**src/rtl/fp_mult_pipe_if.sv**
```systemverilog
// Operand/result handshake bundle for fp_mult_pipe.
// The slave view belongs to the multiplier; the master view belongs to the producer/consumer side.
interface fp_mult_pipe_if #(
   parameter int W = 32
);
   logic         in_valid;
   logic         in_ready;
   logic [W-1:0] a;
   logic [W-1:0] b;
   logic         out_valid;
   logic         out_ready;
   logic [W-1:0] product;
   logic         overflow;
   logic         underflow;
   logic         invalid;
   logic         exception;

   modport slave (
      input  in_valid, a, b, out_ready,
      output in_ready, out_valid, product, overflow, underflow, invalid, exception
   );

   modport master (
      output in_valid, a, b, out_ready,
      input  in_ready, out_valid, product, overflow, underflow, invalid, exception
   );
endinterface

```
**src/rtl/fp_mult_pipe.sv**
```systemverilog
// Three-stage IEEE-754 multiplier (unpack / multiply / normalise-round-pack) with
// valid/ready backpressure, round-to-nearest-even and subnormal flush-to-zero.
module fp_mult_pipe #(
   parameter int EXP_W = 8,
   parameter int MAN_W = 23
) (
   input  logic          clk,
   input  logic          rst_n,
   fp_mult_pipe_if.slave bus
);
   localparam int W  = 1 + EXP_W + MAN_W;
   localparam int PW = 2 * MAN_W + 2;
   localparam int EW = EXP_W + 2;
   localparam logic signed [EW-1:0] BIAS  = EW'((32'd1 << (EXP_W - 1)) - 32'd1);
   localparam logic signed [EW-1:0] EMAX  = EW'((32'd1 << EXP_W) - 32'd1);
   localparam logic signed [EW-1:0] EZERO = '0;

   typedef enum logic [1:0] {
      CL_NORM = 2'd0,
      CL_NAN  = 2'd1,
      CL_INF  = 2'd2,
      CL_ZERO = 2'd3
   } cls_t;

   function automatic logic f_is_zero(input logic [EXP_W-1:0] e);
      return (e == {EXP_W{1'b0}});
   endfunction

   function automatic logic f_is_inf(input logic [EXP_W-1:0] e, input logic [MAN_W-1:0] f);
      return (&e) && (f == {MAN_W{1'b0}});
   endfunction

   function automatic logic f_is_nan(input logic [EXP_W-1:0] e, input logic [MAN_W-1:0] f);
      return (&e) && (f != {MAN_W{1'b0}});
   endfunction

   // ---------------- handshake ----------------
   logic r_v1, r_v2, r_v3;
   logic w_adv0, w_adv1, w_adv2, w_acc;

   assign w_adv2       = !r_v3 || bus.out_ready;
   assign w_adv1       = !r_v2 || w_adv2;
   assign w_adv0       = !r_v1 || w_adv1;
   assign w_acc        = bus.in_valid && w_adv0;
   assign bus.in_ready = w_adv0;

   // ---------------- S1 unpack ----------------
   logic                    w_sa, w_sb;
   logic [EXP_W-1:0]        w_ea, w_eb;
   logic [MAN_W-1:0]        w_fa, w_fb;
   logic signed [EW-1:0]    w_esum;
   cls_t                    w_cls;

   assign w_sa   = bus.a[W-1];
   assign w_sb   = bus.b[W-1];
   assign w_ea   = bus.a[W-2 -: EXP_W];
   assign w_eb   = bus.b[W-2 -: EXP_W];
   assign w_fa   = bus.a[MAN_W-1:0];
   assign w_fb   = bus.b[MAN_W-1:0];
   assign w_esum = $signed({2'b00, w_ea}) + $signed({2'b00, w_eb}) - BIAS;

   // Special-case precedence: NaN or Inf*0 beats Inf, Inf beats zero.
   always_comb begin
      w_cls = CL_NORM;
      if (f_is_nan(w_ea, w_fa) || f_is_nan(w_eb, w_fb) ||
          (f_is_inf(w_ea, w_fa) && f_is_zero(w_eb)) ||
          (f_is_zero(w_ea) && f_is_inf(w_eb, w_fb))) begin
         w_cls = CL_NAN;
      end else if (f_is_inf(w_ea, w_fa) || f_is_inf(w_eb, w_fb)) begin
         w_cls = CL_INF;
      end else if (f_is_zero(w_ea) || f_is_zero(w_eb)) begin
         w_cls = CL_ZERO;
      end else begin
         w_cls = CL_NORM;
      end
   end

   logic                 r_s1_sign;
   cls_t                 r_s1_cls;
   logic signed [EW-1:0] r_s1_esum;
   logic [MAN_W:0]       r_s1_ma, r_s1_mb;

   // Stage 1 valid bit and unpacked operands.
   always_ff @(posedge clk or negedge rst_n) begin
      if (!rst_n) begin
         r_v1      <= 1'b0;
         r_s1_sign <= 1'b0;
         r_s1_cls  <= CL_NORM;
         r_s1_esum <= '0;
         r_s1_ma   <= '0;
         r_s1_mb   <= '0;
      end else begin
         if (w_adv0) r_v1 <= bus.in_valid;
         if (w_acc) begin
            r_s1_sign <= w_sa ^ w_sb;
            r_s1_cls  <= w_cls;
            r_s1_esum <= w_esum;
            r_s1_ma   <= {1'b1, w_fa};
            r_s1_mb   <= {1'b1, w_fb};
         end
      end
   end

   // ---------------- S2 multiply ----------------
   logic                 r_s2_sign;
   cls_t                 r_s2_cls;
   logic signed [EW-1:0] r_s2_esum;
   logic [PW-1:0]        r_s2_prod;

   // Stage 2 valid bit and full-width significand product.
   always_ff @(posedge clk or negedge rst_n) begin
      if (!rst_n) begin
         r_v2      <= 1'b0;
         r_s2_sign <= 1'b0;
         r_s2_cls  <= CL_NORM;
         r_s2_esum <= '0;
         r_s2_prod <= '0;
      end else begin
         if (w_adv1) r_v2 <= r_v1;
         if (w_adv1 && r_v1) begin
            r_s2_sign <= r_s1_sign;
            r_s2_cls  <= r_s1_cls;
            r_s2_esum <= r_s1_esum;
            r_s2_prod <= r_s1_ma * r_s1_mb;
         end
      end
   end

   // ---------------- S3 normalise / round / pack ----------------
   logic                 w_msb, w_guard, w_sticky, w_inc;
   logic [PW-2:0]        w_norm;
   logic [MAN_W-1:0]     w_mant;
   logic [MAN_W:0]       w_rnd;
   logic signed [EW-1:0] w_exp_f;
   logic [W-1:0]         w_pack;
   logic                 w_ov, w_un, w_inv;

   // Leading one of the product ends up just above bit PW-2 of w_norm.
   assign w_msb    = r_s2_prod[PW-1];
   assign w_norm   = w_msb ? r_s2_prod[PW-2:0] : {r_s2_prod[PW-3:0], 1'b0};
   assign w_mant   = w_norm[PW-2 -: MAN_W];
   assign w_guard  = w_norm[MAN_W];
   assign w_sticky = |w_norm[MAN_W-1:0];
   assign w_inc    = w_guard && (w_sticky || w_mant[0]);
   assign w_rnd    = {1'b0, w_mant} + {{MAN_W{1'b0}}, w_inc};
   assign w_exp_f  = r_s2_esum + {{(EW-1){1'b0}}, w_msb} + {{(EW-1){1'b0}}, w_rnd[MAN_W]};

   // Result selection; a rounding carry leaves the stored mantissa at zero.
   always_comb begin
      w_pack = '0;
      w_ov   = 1'b0;
      w_un   = 1'b0;
      w_inv  = 1'b0;
      if (r_s2_cls == CL_NAN) begin
         w_pack = {1'b0, {EXP_W{1'b1}}, 1'b1, {(MAN_W-1){1'b0}}};
         w_inv  = 1'b1;
      end else if (r_s2_cls == CL_INF) begin
         w_pack = {r_s2_sign, {EXP_W{1'b1}}, {MAN_W{1'b0}}};
      end else if (r_s2_cls == CL_ZERO) begin
         w_pack = {r_s2_sign, {(W-1){1'b0}}};
      end else if (w_exp_f >= EMAX) begin
         w_pack = {r_s2_sign, {EXP_W{1'b1}}, {MAN_W{1'b0}}};
         w_ov   = 1'b1;
      end else if (w_exp_f <= EZERO) begin
         w_pack = {r_s2_sign, {(W-1){1'b0}}};
         w_un   = 1'b1;
      end else begin
         w_pack = {r_s2_sign, w_exp_f[EXP_W-1:0], w_rnd[MAN_W-1:0]};
      end
   end

   logic         r_product_valid;
   logic [W-1:0] r_product;
   logic         r_overflow, r_underflow, r_invalid, r_exception;

   // Output stage; holds its contents while the consumer stalls.
   always_ff @(posedge clk or negedge rst_n) begin
      if (!rst_n) begin
         r_v3        <= 1'b0;
         r_product   <= '0;
         r_overflow  <= 1'b0;
         r_underflow <= 1'b0;
         r_invalid   <= 1'b0;
         r_exception <= 1'b0;
      end else begin
         if (w_adv2) r_v3 <= r_v2;
         if (w_adv2 && r_v2) begin
            r_product   <= w_pack;
            r_overflow  <= w_ov;
            r_underflow <= w_un;
            r_invalid   <= w_inv;
            r_exception <= w_ov | w_un | w_inv;
         end
      end
   end

   assign r_product_valid = r_v3;
   assign bus.out_valid   = r_product_valid;
   assign bus.product     = r_product;
   assign bus.overflow    = r_overflow;
   assign bus.underflow   = r_underflow;
   assign bus.invalid     = r_invalid;
   assign bus.exception   = r_exception;
endmodule

```
**src/flat_wrapper.sv**
```systemverilog
// flat-port wrapper written by rule: the top's interface ports become plain ports
module fp_mult_pipe_flat 
#(
   parameter int EXP_W = 8,
   parameter int MAN_W = 23
)
  (clk, rst_n, bus_in_valid, bus_a, bus_b, bus_out_ready, bus_in_ready, bus_out_valid, bus_product, bus_overflow, bus_underflow, bus_invalid, bus_exception);
  fp_mult_pipe_if #(.W(32)) bus_i ();
  input  logic clk;
  input  logic rst_n;
  input wire logic [$bits(bus_i.in_valid)-1:0] bus_in_valid;
  input wire logic [$bits(bus_i.a)-1:0] bus_a;
  input wire logic [$bits(bus_i.b)-1:0] bus_b;
  input wire logic [$bits(bus_i.out_ready)-1:0] bus_out_ready;
  output wire logic [$bits(bus_i.in_ready)-1:0] bus_in_ready;
  output wire logic [$bits(bus_i.out_valid)-1:0] bus_out_valid;
  output wire logic [$bits(bus_i.product)-1:0] bus_product;
  output wire logic [$bits(bus_i.overflow)-1:0] bus_overflow;
  output wire logic [$bits(bus_i.underflow)-1:0] bus_underflow;
  output wire logic [$bits(bus_i.invalid)-1:0] bus_invalid;
  output wire logic [$bits(bus_i.exception)-1:0] bus_exception;
  assign bus_i.in_valid = bus_in_valid;
  assign bus_i.a = bus_a;
  assign bus_i.b = bus_b;
  assign bus_i.out_ready = bus_out_ready;
  assign bus_in_ready = bus_i.in_ready;
  assign bus_out_valid = bus_i.out_valid;
  assign bus_product = bus_i.product;
  assign bus_overflow = bus_i.overflow;
  assign bus_underflow = bus_i.underflow;
  assign bus_invalid = bus_i.invalid;
  assign bus_exception = bus_i.exception;
  fp_mult_pipe #(.EXP_W(EXP_W), .MAN_W(MAN_W)) u_core (.clk(clk), .rst_n(rst_n), .bus(bus_i));
endmodule
```
**config.mk**
```make
export PLATFORM = sky130hd
export DESIGN_NAME = fp_mult_pipe_flat
export DESIGN_NICKNAME = d
export VERILOG_FILES = /design/src/rtl/fp_mult_pipe_if.sv /design/src/rtl/fp_mult_pipe.sv /design/src/flat_wrapper.sv
export SDC_FILE = /design/constraint.sdc
export NUM_CORES = 2
export LEC_CHECK = 0
export CAP_MARGIN = 20
export CORE_ASPECT_RATIO = 0.6
export CORE_MARGIN = 4
export CORE_UTILIZATION = 60
export CTS_BUF_LIST = sky130_fd_sc_hd__clkbuf_4
export CTS_CLUSTER_SIZE = 30
export DETAILED_ROUTE_END_ITERATION = 8
export PLACE_DENSITY = 0.84
export SLEW_MARGIN = 0
export SYNTH_ARGS = -nofsm -noshare
export SYNTH_HDL_FRONTEND = slang
export SYNTH_SLANG_ARGS = --single-unit
```
**constraint.sdc**
```tcl
create_clock -name clk -period 8.5 [get_ports clk]
set_clock_uncertainty 0.2 [all_clocks]
set_input_delay 2.125 -clock clk [delete_from_list [all_inputs] [get_ports clk]]
set_output_delay 2.125 -clock clk [all_outputs]
set_load 0.05 [all_outputs]
```
* Word-level counts from Yosys, hierarchy flattened
Index checks and enable logic that the tools add are counted.
** Operators by class
- Add/subtract/negate cells :: 5
- Multiply operators :: 1
- $lt $le $gt $ge :: 2
- Eq/ne operators :: 3
- Multiplexer cells :: 19
- Bitwise logic cells :: 3
- Reductions and logical operators :: 31
** Operator list (count)
- $mux 31 :: 4
- $mul 24x24->48 :: 1
- $mux 47 :: 1
- $logic_not 23->1 :: 2
- $reduce_bool 23->1 :: 2
- $mux 32 :: 1
- $add 23x1->24 :: 1
- $reduce_or 23->1 :: 1
- $add 10x1->10 :: 2
- $logic_not 8->1 :: 2
- $reduce_and 8->1 :: 2
- $ge 10x9->1 const B :: 1
- $le 10x1->1 const B :: 1
- $logic_and 1x1->1 :: 10
- $mux 1 :: 10
- $sub 10x8->10 const B :: 1
- $add 8x8->9 :: 1
- $logic_or 1x1->1 :: 9
- $mux 2 :: 3
- $eq 2x2->1 const B :: 2
- $logic_not 1->1 :: 3
- $eq 2x1->1 const B :: 1
- $or 1x1->1 :: 2
- $xor 1x1->1 :: 1
** Storage, ports and cells
- Register bits :: 161
- Input bits :: 68
- Word-level logic and storage cells :: 81

* Logic depth before layout (Yosys ltp)
- Depth after elaboration :: 14
- Mapped depth :: 26

* Worst setup path after synthesis
No wires, ideal clock.
- Path type :: reg2reg
- Start :: register u_core.r_s1_mb[3]
- End :: register u_core.r_s2_prod[40]
- Setup time :: 69 ps
- Data arrival time :: 6365 ps
- Required time :: 8231 ps
- Path slack :: 1866 ps
- Cell stages (with the launch flop) :: 26
- Buffers on the path :: 1
- Clock period less this slack :: 6634 ps
- Cell sequence :: dfrtp_1 > clkbuf_1 > nand2_1 > fa_1 > inv_1 > fa_1 > inv_1 > fa_1 > inv_1 > fa_1 > inv_1 > fa_1 > inv_1 > fa_1 > inv_1 > fa_1 > inv_1 > ha_1 > nand2_1 > o21a_1 > o221ai_1 > a211oi_1 > nor2_1 > a21oi_1 > or4_1 > nand3_1
** Between the ends
- Longest elaborated chain between the ends :: 1
** RTL lines
- start, declared :: RTL line fp_mult_pipe.sv:81 : logic [MAN_W:0] r_s1_ma, r_s1_mb;
- start signal, assigned :: RTL line fp_mult_pipe.sv:99 : r_s1_mb <= {1'b1, w_fb};
- $mul 24x24->48 :: RTL line fp_mult_pipe.sv:124 : r_s2_prod <= r_s1_ma * r_s1_mb;
- end signal, assigned :: RTL line fp_mult_pipe.sv:124
- end, declared :: RTL line fp_mult_pipe.sv:108 : logic [PW-1:0] r_s2_prod;
Every way passes these cells.
A chain may end at the register's enable or synchronous reset.

* Final worst setup path
- Start :: register u_core.r_s1_ma[17]
- End :: register u_core.r_s2_prod[43]
** Between the ends
- Longest elaborated chain between the ends :: 1
** RTL lines
- start, declared :: RTL line fp_mult_pipe.sv:81
- start signal, assigned :: RTL line fp_mult_pipe.sv:98 : r_s1_ma <= {1'b1, w_fa};
- $mul 24x24->48 :: RTL line fp_mult_pipe.sv:124
Every way passes these cells.

==> metrics <==
status complete, no violations; die area 48100 µm²; worst hold path class flop to flop; detailed-placement wirelength estimate about 57 mm; final global-route overflow total 0; Yosys cell types 66; standard cell core area around 44000 µm²; antenna fix cells 0; family with the most delay on the worst path adder cells; Post-route DRC 0; Iter 0 DRT Violations between 2k and 2.5k; post-CTS setup buffer count 0; Layout fillers ~3.4k; data arrival time at the worst-slack endpoint 8.30 ns; number of cells produced by synthesis between 3k and 4k; Final Hold Fails 0; number of warnings issued by yosys 0; wire length of the first global-routing pass roughly 120 mm; number of iterations in the first detailed-routing pass 8; Final Max Tran Viols 0; top library cells by usage in the layout, fill and taps aside nand2_1, inv_1, fa_1; library cell used as clock root buffer clkbuf_4; input/output buffers roughly 110; cell breakdown of the critical path and2_1 > fa_1 > fa_1 > inv_1 > fa_1 > fa_1 > inv_1 > fa_1 > fa_1 > inv_1 > fa_1 > inv_1 > ha_1 > nand2_1 > nor2_1 > nand2_1 > o21ai_0 > nor2_1 > a2111oi_0 > o21ai_0 > o311ai_0; Cell Area, Synth between 20000 and 30000 µm²; vertical die dimension 171 µm; peak clock frequency supported by timing 125 MHz; Layout Nets between 3k and 4k; share of final-layout standard cells stronger than drive strength 1 under 10%; I/O pin total approximately 110; number of vias after detailed routing 21.3k; area delta synth->final 7.09%; pin count of the biggest net entering global routing between 80 and 90; average cell area after synthesis about 8.8 µm²; clock input transition at the sequential cells of the worst setup and hold paths between 0.15 and 0.2 ns; number of global-route vias before repair 22.4k; transition time at the pin with the least slew margin between 1 and 1.5 ns; critical path fanouts, max 25; cell row count 59; max_cap viols 0; average vias per placed instance about 5.9; antenna violations before repair 0; critical path buffer and inverter count 4; Final TNS setup 0 ns; cell mode on critical path fa_1; Levels on crit path 21; number of flip-flops and latches in the synthesized netlist 160; setup slack of the worst register-to-register path 0.49 ns; Starting Density between 60% and 70%; routability cong. a little under 1; Tot GR Track Use between 30% and 40%; cts repair resizes 0; primary flip-flop cell chosen by synthesis mapping dfrtp_1; number of stages on the worst hold path 2; drt wl/cell ~20 µm; H-Tree Level Count 4; clock net sink count between 150 and 200; depth of the worst register-to-register path 21; clk_lat worst skew 0.63 ns; deepest clock path buffer count 2; category of the worst setup path launch point flop; relative slew slack between 20% and 30%; number of synthesized flops with an enable pin 0; Setup crit end kind flop; Critical Path Max Stage Delay roughly 1.1 ns; asr flop ratio synth 100%; Worst EP required 8.79 ns; minimum clock period 8.01 ns; Tcrit/Tclk final 94.2%; CTS tree built; critical path class flop to flop; Total Routed Length 72.5 mm; Final Setup Violations 0; library cell contributing the largest single delay on the critical path dfrtp_1; utilization after layout between 60% and 70%; Hold Buf Count CTS 0; clock buffers created by TritonCTS 17; ANT nets after route 0; Die W about 280 µm; Post-Syn Nets between 3k and 4k; most common cell after layout, fill and taps aside nand2_1; RSZ-0062 raised after global routing false; share of the yosys chip area belonging to registers ~15%
layout make-up:
cell class                 count  area (µm²)  area share, %
clock inverter                15         205          0.717
sequential                   160        4010           14.0
multi-input combinational   2156       20100           70.1
tap                          579         724           2.53
timing repair buffer         140        1460           5.11
clock buffer                  17         128          0.446
inverter                     543        2040           7.12
layer usage:
layer / up-vias / GRT usage [%] / part of all wire [%]
li1: 9228 / - / -
met1: 10600 / 43.8 / 40
met2: 1238 / 48.0 / 45
met3: 214 / 7.37 / 11
met4: 0 / 10.3 / 3.6
met5: - / 0 / 0
state kept, by name (all words and copies together) (netlist names), 2 cells and up:
| name | count |
|---|---|
| u_core.r_s2_prod | 48 |
| u_core.bus.product | 32 |
| u_core.r_s1_mb | 24 |
| u_core.r_s1_ma | 23 |
| u_core.r_s1_esum | 10 |
| u_core.r_s2_esum | 10 |
| u_core.r_s1_cls | 2 |
| u_core.r_s2_cls | 2 |
Yosys cell counts, drive strengths merged (12+ instances only):
cell type  instances  share of area, %
o21ai             84               1.6
a21o              24              0.67
xnor2             42               1.4
clkbuf           154               2.2
nand3             39              0.73
nor4              18              0.47
ha               185               8.7
xor2              32               1.0
nand2            604               8.5
a211oi            12              0.34
mux2i             19              0.71
nand4             24              0.59
dfrtp            160                15
nor2              47              0.66
a21oi             63               1.2
fa               484                36
a22o              27              0.88
nor3              15              0.28
nand2b            14              0.33
inv              543               7.6
and2             296               6.9
final timing paths:
kind | from | end
max | u_core.r_s1_ma[17] | u_core.r_s2_prod[43]
min | u_core.r_s1_esum[9] | u_core.r_s2_esum[9]
max reg2reg | u_core.r_s1_ma[17] | u_core.r_s2_prod[43]
min reg2reg | u_core.r_s1_esum[9] | u_core.r_s2_esum[9]
max in group asynchronous | rst_n | u_core.r_s1_ma[22]
min in group asynchronous | rst_n | u_core.r_s2_prod[5]
through the flow:
step / cell area [µm²] / hold slack, ns / setup WS (ns) / std cells
5_1_grt: 28600 / 0.288 / 0.118 / 3610
6_report: 28600 / 0.294 / 0.495 / 3610
3_5_place_dp: 28100 / 0.262 / 0.674 / 3569
2_1_floorplan: 26700 / 0.239 / 1.87 / 3024
3_3_place_gp: 28100 / 0.251 / 0.818 / 3568
4_1_cts: 28400 / 0.295 / 0.617 / 3601
worst register-to-register path: cells and delay by family, from the launching register on:
family	cells	cell delay [ns]
adder cells (fa/ha/maj)	8	4.01
AO/OA/AOI/OAI	4	1.38
flip-flops	1	1.07
AND/OR/NAND/NOR	5	1.02
buffers and inverters	4	0.22
cells by family (layout without fill, tap and decap cells):
group           after synthesis  in the layout  share of synthesized area (%)
xor+xnor                     74             74                           2.43
flops                       160            160                           15.0
mux                          21             21                          0.796
buf+inv                     708            715                           10.0
compound gates              284            284                           6.91
fa+ha+maj                   669            669                           44.9
simple gates               1108           1108                           20.0
Power is left out: the tool's default activity adds up to more than one toggle a clock period on the data nets, which glitch-free logic cannot reach.
